[src/rtl/forwarding_scoreboard_pkg.sv]
// rtl/forwarding_scoreboard_pkg.sv - shared defaults and types for the forwarding scoreboard
// Purpose: default widths for register address, result data and latency
//          counters, plus the default-width view of one result-bus tag.
// Ports:   none (package spu_fwd_pkg).
package spu_fwd_pkg;

  localparam int DEF_ADDR_W = 7;
  localparam int DEF_DATA_W = 128;
  localparam int DEF_LAT_W  = 3;

  // Control half of one result bus at default widths (data travels separately).
  typedef struct packed {
    logic                  we;
    logic [DEF_ADDR_W-1:0] rt;
    logic                  ready;
  } st_tag_t;

endpackage

[src/rtl/forwarding_scoreboard_if.sv]
// rtl/forwarding_scoreboard_if.sv - ID/forwarding bus between pipeline and scoreboard
// Purpose: bundles operand reads, issue request, per-stage result buses and
//          the forward/stall answers.
// Ports:   master = pipeline side (drives operands, issue, stage buses);
//          slave  = scoreboard side (drives fwd_data, fwd_sel, stall, issue_fire).
interface forwarding_scoreboard_if
  import spu_fwd_pkg::*;
#(
  parameter int NUM_OPS    = 3,
  parameter int NUM_STAGES = 5,
  parameter int DATA_W     = DEF_DATA_W,
  parameter int ADDR_W     = DEF_ADDR_W,
  parameter int LAT_W      = DEF_LAT_W
);
  logic [NUM_OPS-1:0]                 op_used;
  logic [NUM_OPS-1:0][ADDR_W-1:0]     op_reg;
  logic                               issue_valid;
  logic                               issue_we;
  logic [ADDR_W-1:0]                  issue_rt;
  logic [LAT_W-1:0]                   issue_lat;
  logic [NUM_STAGES-1:0]              st_we;
  logic [NUM_STAGES-1:0][ADDR_W-1:0]  st_rt;
  logic [NUM_STAGES-1:0]              st_ready;
  logic [NUM_STAGES-1:0][DATA_W-1:0]  st_result;
  logic [NUM_OPS-1:0][DATA_W-1:0]     fwd_data;
  logic [NUM_OPS-1:0]                 fwd_sel;
  logic                               stall;
  logic                               issue_fire;

  modport master (
    output op_used, op_reg, issue_valid, issue_we, issue_rt, issue_lat,
    output st_we, st_rt, st_ready, st_result,
    input  fwd_data, fwd_sel, stall, issue_fire
  );

  modport slave (
    input  op_used, op_reg, issue_valid, issue_we, issue_rt, issue_lat,
    input  st_we, st_rt, st_ready, st_result,
    output fwd_data, fwd_sel, stall, issue_fire
  );
endinterface

[src/rtl/fwd_operand_mux.sv]
// rtl/fwd_operand_mux.sv - priority match, forward select and hazard for one operand
// Purpose: finds the youngest stage writing this operand's register; forwards
//          it when ready, flags a hazard when it is not or the register is pending.
// Ports:   used/reg_addr/pending (operand), st_we/st_rt/st_ready/st_result
//          (stage buses), sel/data/hazard (answers).
module fwd_operand_mux #(
  parameter int NUM_STAGES = 5,
  parameter int DATA_W     = 128,
  parameter int ADDR_W     = 7
) (
  input  logic                              used,
  input  logic [ADDR_W-1:0]                 reg_addr,
  input  logic                              pending,
  input  logic [NUM_STAGES-1:0]             st_we,
  input  logic [NUM_STAGES-1:0][ADDR_W-1:0] st_rt,
  input  logic [NUM_STAGES-1:0]             st_ready,
  input  logic [NUM_STAGES-1:0][DATA_W-1:0] st_result,
  output logic                              sel,
  output logic [DATA_W-1:0]                 data,
  output logic                              hazard
);
  logic              match;
  logic              hit_ready;
  logic [DATA_W-1:0] hit_result;

  // Scan oldest to youngest so the youngest matching stage wins. Its ready
  // bit alone decides: an older ready copy is stale and must not be used.
  always_comb begin
    match      = 1'b0;
    hit_ready  = 1'b0;
    hit_result = '0;
    for (int s = NUM_STAGES - 1; s >= 0; s--) begin
      if (st_we[s] && st_rt[s] == reg_addr) begin
        match      = 1'b1;
        hit_ready  = st_ready[s];
        hit_result = st_result[s];
      end
    end
  end

  assign sel    = used & match & hit_ready;
  assign data   = sel ? hit_result : '0;
  assign hazard = used & (pending | (match & ~hit_ready));
endmodule

[src/rtl/forwarding_scoreboard.sv]
// rtl/forwarding_scoreboard.sv - per-register latency scoreboard with result forwarding
// Purpose: tracks cycles until each register's result is forwardable, stalls
//          ID on hazards and selects forwarded operands from the stage buses.
// Ports:   clk, reset (async, active high), flush (clears pending entries),
//          bus (forwarding_scoreboard_if.slave).
//          With FWD_STATS_EN defined: stall_cycles (32b wrapping count of
//          stalled cycles), max_stall_run (16b saturating longest stall run).
module forwarding_scoreboard
  import spu_fwd_pkg::*;
#(
  parameter int NUM_OPS    = 3,
  parameter int NUM_STAGES = 5,
  parameter int DATA_W     = DEF_DATA_W,
  parameter int ADDR_W     = DEF_ADDR_W,
  parameter int LAT_W      = DEF_LAT_W
) (
  input  logic                   clk,
  input  logic                   reset,
  input  logic                   flush,
  forwarding_scoreboard_if.slave bus
`ifdef FWD_STATS_EN
  ,
  output logic [31:0]            stall_cycles,
  output logic [15:0]            max_stall_run
`endif
);
  logic [LAT_W-1:0]               cnt [2**ADDR_W];
  logic [NUM_OPS-1:0]             hazard;
  logic [NUM_OPS-1:0]             sel_w;
  logic [NUM_OPS-1:0][DATA_W-1:0] data_w;
  logic                           load;

  // Stall and forwarding depend only on operands, counters and stage buses,
  // never on issue_*, so issue_fire can safely be derived from stall.
  assign bus.stall      = |hazard;
  assign bus.fwd_sel    = sel_w;
  assign bus.fwd_data   = data_w;
  assign bus.issue_fire = bus.issue_valid & ~bus.stall & ~flush & ~reset;
  assign load           = bus.issue_fire & bus.issue_we;

  for (genvar i = 0; i < NUM_OPS; i++) begin : g_op
    logic pending;
    assign pending = (cnt[bus.op_reg[i]] != '0);

    fwd_operand_mux #(
      .NUM_STAGES (NUM_STAGES),
      .DATA_W     (DATA_W),
      .ADDR_W     (ADDR_W)
    ) u_mux (
      .used      (bus.op_used[i]),
      .reg_addr  (bus.op_reg[i]),
      .pending   (pending),
      .st_we     (bus.st_we),
      .st_rt     (bus.st_rt),
      .st_ready  (bus.st_ready),
      .st_result (bus.st_result),
      .sel       (sel_w[i]),
      .data      (data_w[i]),
      .hazard    (hazard[i])
    );
  end

  // A fresh issue overrides the decrement of the same register's counter.
  always_ff @(posedge clk or posedge reset) begin
    if (reset) begin
      for (int r = 0; r < 2**ADDR_W; r++) cnt[r] <= '0;
    end else if (flush) begin
      for (int r = 0; r < 2**ADDR_W; r++) cnt[r] <= '0;
    end else begin
      for (int r = 0; r < 2**ADDR_W; r++) begin
        if (load && bus.issue_rt == ADDR_W'(r)) cnt[r] <= bus.issue_lat;
        else if (cnt[r] != '0)                  cnt[r] <= cnt[r] - LAT_W'(1);
      end
    end
  end

`ifdef FWD_STATS_EN
  logic [15:0] run;
  logic [15:0] run_inc;

  assign run_inc = (run == 16'hFFFF) ? run : run + 16'd1;

  always_ff @(posedge clk or posedge reset) begin
    if (reset) begin
      stall_cycles  <= '0;
      max_stall_run <= '0;
      run           <= '0;
    end else if (bus.stall) begin
      stall_cycles <= stall_cycles + 32'd1;
      run          <= run_inc;
      if (run_inc > max_stall_run) max_stall_run <= run_inc;
    end else begin
      run <= '0;
    end
  end
`endif
endmodule

[src/flat_wrapper.sv]
// flat-port wrapper written by rule: the top's interface ports become plain ports
module forwarding_scoreboard_flat import spu_fwd_pkg::*;
#(
  parameter int NUM_OPS    = 3,
  parameter int NUM_STAGES = 5,
  parameter int DATA_W     = DEF_DATA_W,
  parameter int ADDR_W     = DEF_ADDR_W,
  parameter int LAT_W      = DEF_LAT_W
)
  (clk, reset, flush, bus_op_used, bus_op_reg, bus_issue_valid, bus_issue_we, bus_issue_rt, bus_issue_lat, bus_st_we, bus_st_rt, bus_st_ready, bus_st_result, bus_fwd_data, bus_fwd_sel, bus_stall, bus_issue_fire);
  forwarding_scoreboard_if #(.NUM_OPS(NUM_OPS), .NUM_STAGES(NUM_STAGES), .DATA_W(DATA_W), .ADDR_W(ADDR_W), .LAT_W(LAT_W)) bus_i ();
  input  logic clk;
  input  logic reset;
  input  logic flush;
  input wire logic [$bits(bus_i.op_used)-1:0] bus_op_used;
  input wire logic [$bits(bus_i.op_reg)-1:0] bus_op_reg;
  input wire logic [$bits(bus_i.issue_valid)-1:0] bus_issue_valid;
  input wire logic [$bits(bus_i.issue_we)-1:0] bus_issue_we;
  input wire logic [$bits(bus_i.issue_rt)-1:0] bus_issue_rt;
  input wire logic [$bits(bus_i.issue_lat)-1:0] bus_issue_lat;
  input wire logic [$bits(bus_i.st_we)-1:0] bus_st_we;
  input wire logic [$bits(bus_i.st_rt)-1:0] bus_st_rt;
  input wire logic [$bits(bus_i.st_ready)-1:0] bus_st_ready;
  input wire logic [$bits(bus_i.st_result)-1:0] bus_st_result;
  output wire logic [$bits(bus_i.fwd_data)-1:0] bus_fwd_data;
  output wire logic [$bits(bus_i.fwd_sel)-1:0] bus_fwd_sel;
  output wire logic [$bits(bus_i.stall)-1:0] bus_stall;
  output wire logic [$bits(bus_i.issue_fire)-1:0] bus_issue_fire;
  assign bus_i.op_used = bus_op_used;
  assign bus_i.op_reg = bus_op_reg;
  assign bus_i.issue_valid = bus_issue_valid;
  assign bus_i.issue_we = bus_issue_we;
  assign bus_i.issue_rt = bus_issue_rt;
  assign bus_i.issue_lat = bus_issue_lat;
  assign bus_i.st_we = bus_st_we;
  assign bus_i.st_rt = bus_st_rt;
  assign bus_i.st_ready = bus_st_ready;
  assign bus_i.st_result = bus_st_result;
  assign bus_fwd_data = bus_i.fwd_data;
  assign bus_fwd_sel = bus_i.fwd_sel;
  assign bus_stall = bus_i.stall;
  assign bus_issue_fire = bus_i.issue_fire;
  forwarding_scoreboard #(.NUM_OPS(NUM_OPS), .NUM_STAGES(NUM_STAGES), .DATA_W(DATA_W), .ADDR_W(ADDR_W), .LAT_W(LAT_W)) u_core (.clk(clk), .reset(reset), .flush(flush), .bus(bus_i));
endmodule
[config.mk]
export PLATFORM = sky130hd
export DESIGN_NAME = forwarding_scoreboard_flat
export DESIGN_NICKNAME = d
export VERILOG_FILES = /design/src/rtl/forwarding_scoreboard_pkg.sv /design/src/rtl/forwarding_scoreboard_if.sv /design/src/rtl/fwd_operand_mux.sv /design/src/rtl/forwarding_scoreboard.sv /design/src/flat_wrapper.sv
export SDC_FILE = /design/constraint.sdc
export NUM_CORES = 2
export LEC_CHECK = 0
export BUFFER_PORTS_ARGS = -buffer_cell sky130_fd_sc_hd__buf_4
export CORE_AREA = 2 2 437 439
export DETAILED_ROUTE_END_ITERATION = 16
export DIE_AREA = 0 0 439 441
export SYNTH_ARGS = -nofsm -noshare
export SYNTH_HDL_FRONTEND = slang
export SYNTH_SLANG_ARGS = --single-unit
[constraint.sdc]
create_clock -name clk -period 24.7 [get_ports clk]
set_input_delay 6.175 -clock clk [delete_from_list [all_inputs] [get_ports clk]]
set_output_delay 6.175 -clock clk [all_outputs]
set_load 0.05 [all_outputs]
==> Implementation_results.wiki <==
{| class="wikitable"
! Metric !! Value
|-
| Pins over their slew limit || 4
|-
| Final instance area || 61100 µm²
|-
| Post-CTS sizing || 0
|-
| Clock buffer count from CTS || 47
|-
| Num Clock Sinks || 384
|-
| Max Fclk || 54.3 MHz
|-
| Detailed placer's ending HPWL || 274000 µm
|-
| Startpoint of the worst-slack reg-to-reg timing path || u_core.cnt[240]
|-
| Critical Path End Type || primary output
|-
| Mapped Avg Cell Area || 7.17 µm²
|-
| Setup TNS || 0 ns
|-
| Share of synthesized registers carrying an async set or reset || 1.00
|-
| Synthesized netlist net count || 7827
|-
| Cell with the most instances after synthesis || sky130_fd_sc_hd__nor2_1
|-
| Leading post-synthesis cells by cell area || sky130_fd_sc_hd__dfrtp_1, sky130_fd_sc_hd__nor2_1, sky130_fd_sc_hd__a21oi_1
|-
| Sequential share of the synthesized area || 0.196
|-
| Startpoint of the worst hold path || u_core.cnt[4]
|-
| EDFF count, synth || 0
|-
| Number of hold-slack violations in the final timing report || 0
|-
| Floorplan die width || 439 µm
|-
| Via count normalized by instance count || 6.02
|-
| Most numerous cell types in the synthesized netlist || sky130_fd_sc_hd__nor2_1, sky130_fd_sc_hd__a21oi_1, sky130_fd_sc_hd__clkbuf_1, sky130_fd_sc_hd__a211oi_1, sky130_fd_sc_hd__nand2_1
|-
| Post-place instance area || 59200 µm²
|-
| Vias in the first global route || 55400
|-
| Worst hold path class || reg2reg
|-
| Flop2flop setup slack || 19.23 ns
|-
| Number of synthesis warnings || 0
|-
| Startpoint class of the critical path || input pin
|-
| Ports placed on the boundary || 1113
|-
| Regs by FF count || u_core.cnt: 384 flops
|-
| Post-detailed-routing wire length || 357000 µm
|-
| Post-synthesis instance total || 6847
|-
| Worst hold path endpoint || u_core.cnt[4]
|-
| CTS Root Cell || sky130_fd_sc_hd__clkbuf_16
|-
| Die Outline Area || 194000 µm²
|-
| Core outline area || 189000 µm²
|-
| Dominant cell type by area after synthesis || sky130_fd_sc_hd__dfrtp_1
|-
| Tightest slew margin relative to the limit || -0.105
|-
| Peak VDD IR || 0.0515 mV
|-
| Flip-flop count of the largest register, all copies and words added || 384
|-
| Layout overhead on the synthesized area || 24.5%
|-
| Wire length of the first global-routing pass || 474000 µm
|-
| Number of DRC markers in iteration 0 || 9080
|-
| Status || finished, violations left
|-
| Transition at the pin with the smallest max-transition slack || 1.65 ns
|-
| Final estimated routing congestion in global placement || 1.09
|-
| Ratio of final minimum period to clock period || 0.745
|-
| Effective utilization at floorplan || 0.260
|-
| Clock Latency Late Sink || 0.64 ns
|-
| Number of filler cells placed in the layout || 20300
|-
| Leftover overflow at the end of global routing || 0
|-
| Top reg by flops || u_core.cnt
|-
| Power per Cell Area || 78.2 nW/µm²
|-
| Terminus of the critical flop-to-flop path || u_core.cnt[144]
|-
| DR DRC count || 0
|-
| TritonCTS clock tree || done
|-
| Standby leakage power || 26.3 nW
|-
| Number of antenna violations at the first check in global routing || 217
|-
| Die Span Y || 441 µm
|-
| Unrepaired setup endpoints after global routing || no
|-
| Detail Route Antenna Nets || 0
|-
| Gr usage total || 0.350
|-
| CTS H-tree lvls || 2
|-
| Min cycle time layout || 18.40 ns
|-
| DR vias || 61300
|-
| Maximum number of pins on one net before global-route repair || 132
|-
| Number of I/O port buffers || 1112
|-
| Worst Setup Path Type || in2out
|-
| Hold Crit Depth || 3
|-
| Final-report setup violation count || 0
|-
| Proportion of layout cells with a drive suffix above 1 || 0.235
|-
| Number of flip-flops and latches in the synthesized netlist || 384
|-
| Violations in the final reports || max-capacitance violations, max-slew violations
|-
| Arrival time reported for the critical path endpoint || 12.23 ns
|-
| Distinct cell type count after synthesis || 69
|-
| Post-CTS Hold Buffers || 0
|-
| Main flop type after synthesis || sky130_fd_sc_hd__dfrtp_1
|-
| Reg clk slew, reported paths || 0.07 ns
|-
| Final layout net count || 8486
|-
| Router iterations before antenna repair || 6
|-
| Cell area after synthesis || 49100 µm²
|-
| Worst-path fanout max || 61
|-
| Maxcap violations || 2
|-
| Clock Skew || 0.0270 ns
|-
| Worst reg-to-reg path cell count || 10
|-
| Deepest clock path buffer count || 3
|-
| Final routed wire length divided by cell count || 35.1 µm
|-
| Share of the synthesized area in the top cell type || 0.196
|-
| Site Rows || 160
|-
| Number of buffers inserted by post-CTS setup repair || 0
|-
| WP data required || 18.52 ns
|}
## cell families (layout without fill, tap and decap cells)
family,after synthesis,count (layout),synth area share
mux,589,589,0.144
simple gates,2668,2668,0.247
flops,384,384,0.196
fa+ha+maj,256,256,0.0652
compound gates,1699,1699,0.224
xor+xnor,233,233,0.0416
buf+inv,1018,1715,0.0826
other cells,0,127,0
## where the power goes
| group | total [mW] | switching (mW) | internal [mW] |
|---|---|---|---|
| Sequential | 1.29 | 0.369 | 0.918 |
| Clock | 0.734 | 0.317 | 0.418 |
| Combinational | 2.76 | 1.50 | 1.25 |
| Total | 4.78 | 2.19 | 2.59 |
## metrics by stage
step | utilization | hold slack [ns] | total power, mW | setup slack, ns | instances
2_1_floorplan | - | 0.608 | 3.24 | 7.85 | 6847
3_3_place_gp | 0.313 | 0.628 | 3.83 | 6.65 | 9968
3_5_place_dp | 0.313 | 0.641 | 3.97 | 6.61 | 9968
4_1_cts | 0.321 | 0.656 | 4.73 | 6.60 | 10100
5_1_grt | 0.323 | 0.689 | 5.19 | 6.31 | 10200
6_report | 0.323 | 0.658 | 4.78 | 6.30 | 10200
## routing by layer
metal,GRT usage,part of all wire
met1,0.440,0.39
met4,0.264,0.087
met2,0.497,0.41
met5,0.0112,0.0012
met3,0.106,0.11
## worst max-delay path: stages
cell	delay, ns
sky130_fd_sc_hd__buf_4	0.48
sky130_fd_sc_hd__buf_4	0.69
sky130_fd_sc_hd__xnor2_1	0.19
sky130_fd_sc_hd__nand2_1	0.10
sky130_fd_sc_hd__nor3_2	0.28
sky130_fd_sc_hd__buf_4	0.58
sky130_fd_sc_hd__buf_4	0.77
sky130_fd_sc_hd__a21oi_1	0.17
sky130_fd_sc_hd__a221oi_1	0.32
sky130_fd_sc_hd__o22ai_1	0.16
sky130_fd_sc_hd__or2_4	0.36
sky130_fd_sc_hd__buf_4	0.33
sky130_fd_sc_hd__a211oi_1	0.81
sky130_fd_sc_hd__buf_4	0.33
## worst max-delay path by stage
stage,depth (start not counted),end,slack (ns),startpoint
floorplan,1,u_core.cnt[0],7.85,reset
global placement,15,bus_issue_fire,6.65,bus_op_reg[8]
detailed placement,16,bus_fwd_data[204],6.61,bus_op_reg[8]
CTS,16,bus_fwd_data[204],6.60,bus_op_reg[8]
global route,16,bus_fwd_data[214],6.31,bus_op_reg[8]
finish,14,bus_fwd_data[99],6.30,bus_op_reg[1]
## cells in the final DEF (no fill, tap or decap), types with 107 or more instances in the layout
cell type	netlist	layout
sky130_fd_sc_hd__nor2_1	1439	1421
sky130_fd_sc_hd__buf_4	6	1217
sky130_fd_sc_hd__a21oi_1	705	705
sky130_fd_sc_hd__a211oi_1	425	425
sky130_fd_sc_hd__nand2_1	402	401
sky130_fd_sc_hd__inv_1	399	398
sky130_fd_sc_hd__dfrtp_1	384	384
sky130_fd_sc_hd__nand3_1	267	267
sky130_fd_sc_hd__mux2_2	267	267
sky130_fd_sc_hd__nor3_1	261	257
sky130_fd_sc_hd__ha_1	256	256
sky130_fd_sc_hd__a311oi_1	192	192
sky130_fd_sc_hd__xor2_1	169	169
sky130_fd_sc_hd__mux2i_1	147	147
sky130_fd_sc_hd__diode_2	0	127
sky130_fd_sc_hd__o21ai_0	127	126
sky130_fd_sc_hd__mux2_1	118	118
sky130_fd_sc_hd__o211ai_1	107	107
## area by class of cell
| type | count | area (µm²) | area share |
|---|---|---|---|
| flip-flops and latches | 384 | 9610 | 0.157 |
| well taps | 2511 | 3140 | 0.0514 |
| inverters | 404 | 1520 | 0.0249 |
| repair buffers | 1224 | 9270 | 0.152 |
| clock buffers | 65 | 1350 | 0.0222 |
| clock inverters | 22 | 244 | 0.00399 |
| multi-input cells | 5445 | 35700 | 0.583 |
| diodes | 127 | 318 | 0.00520 |
(Power assumes the default switching activity.)
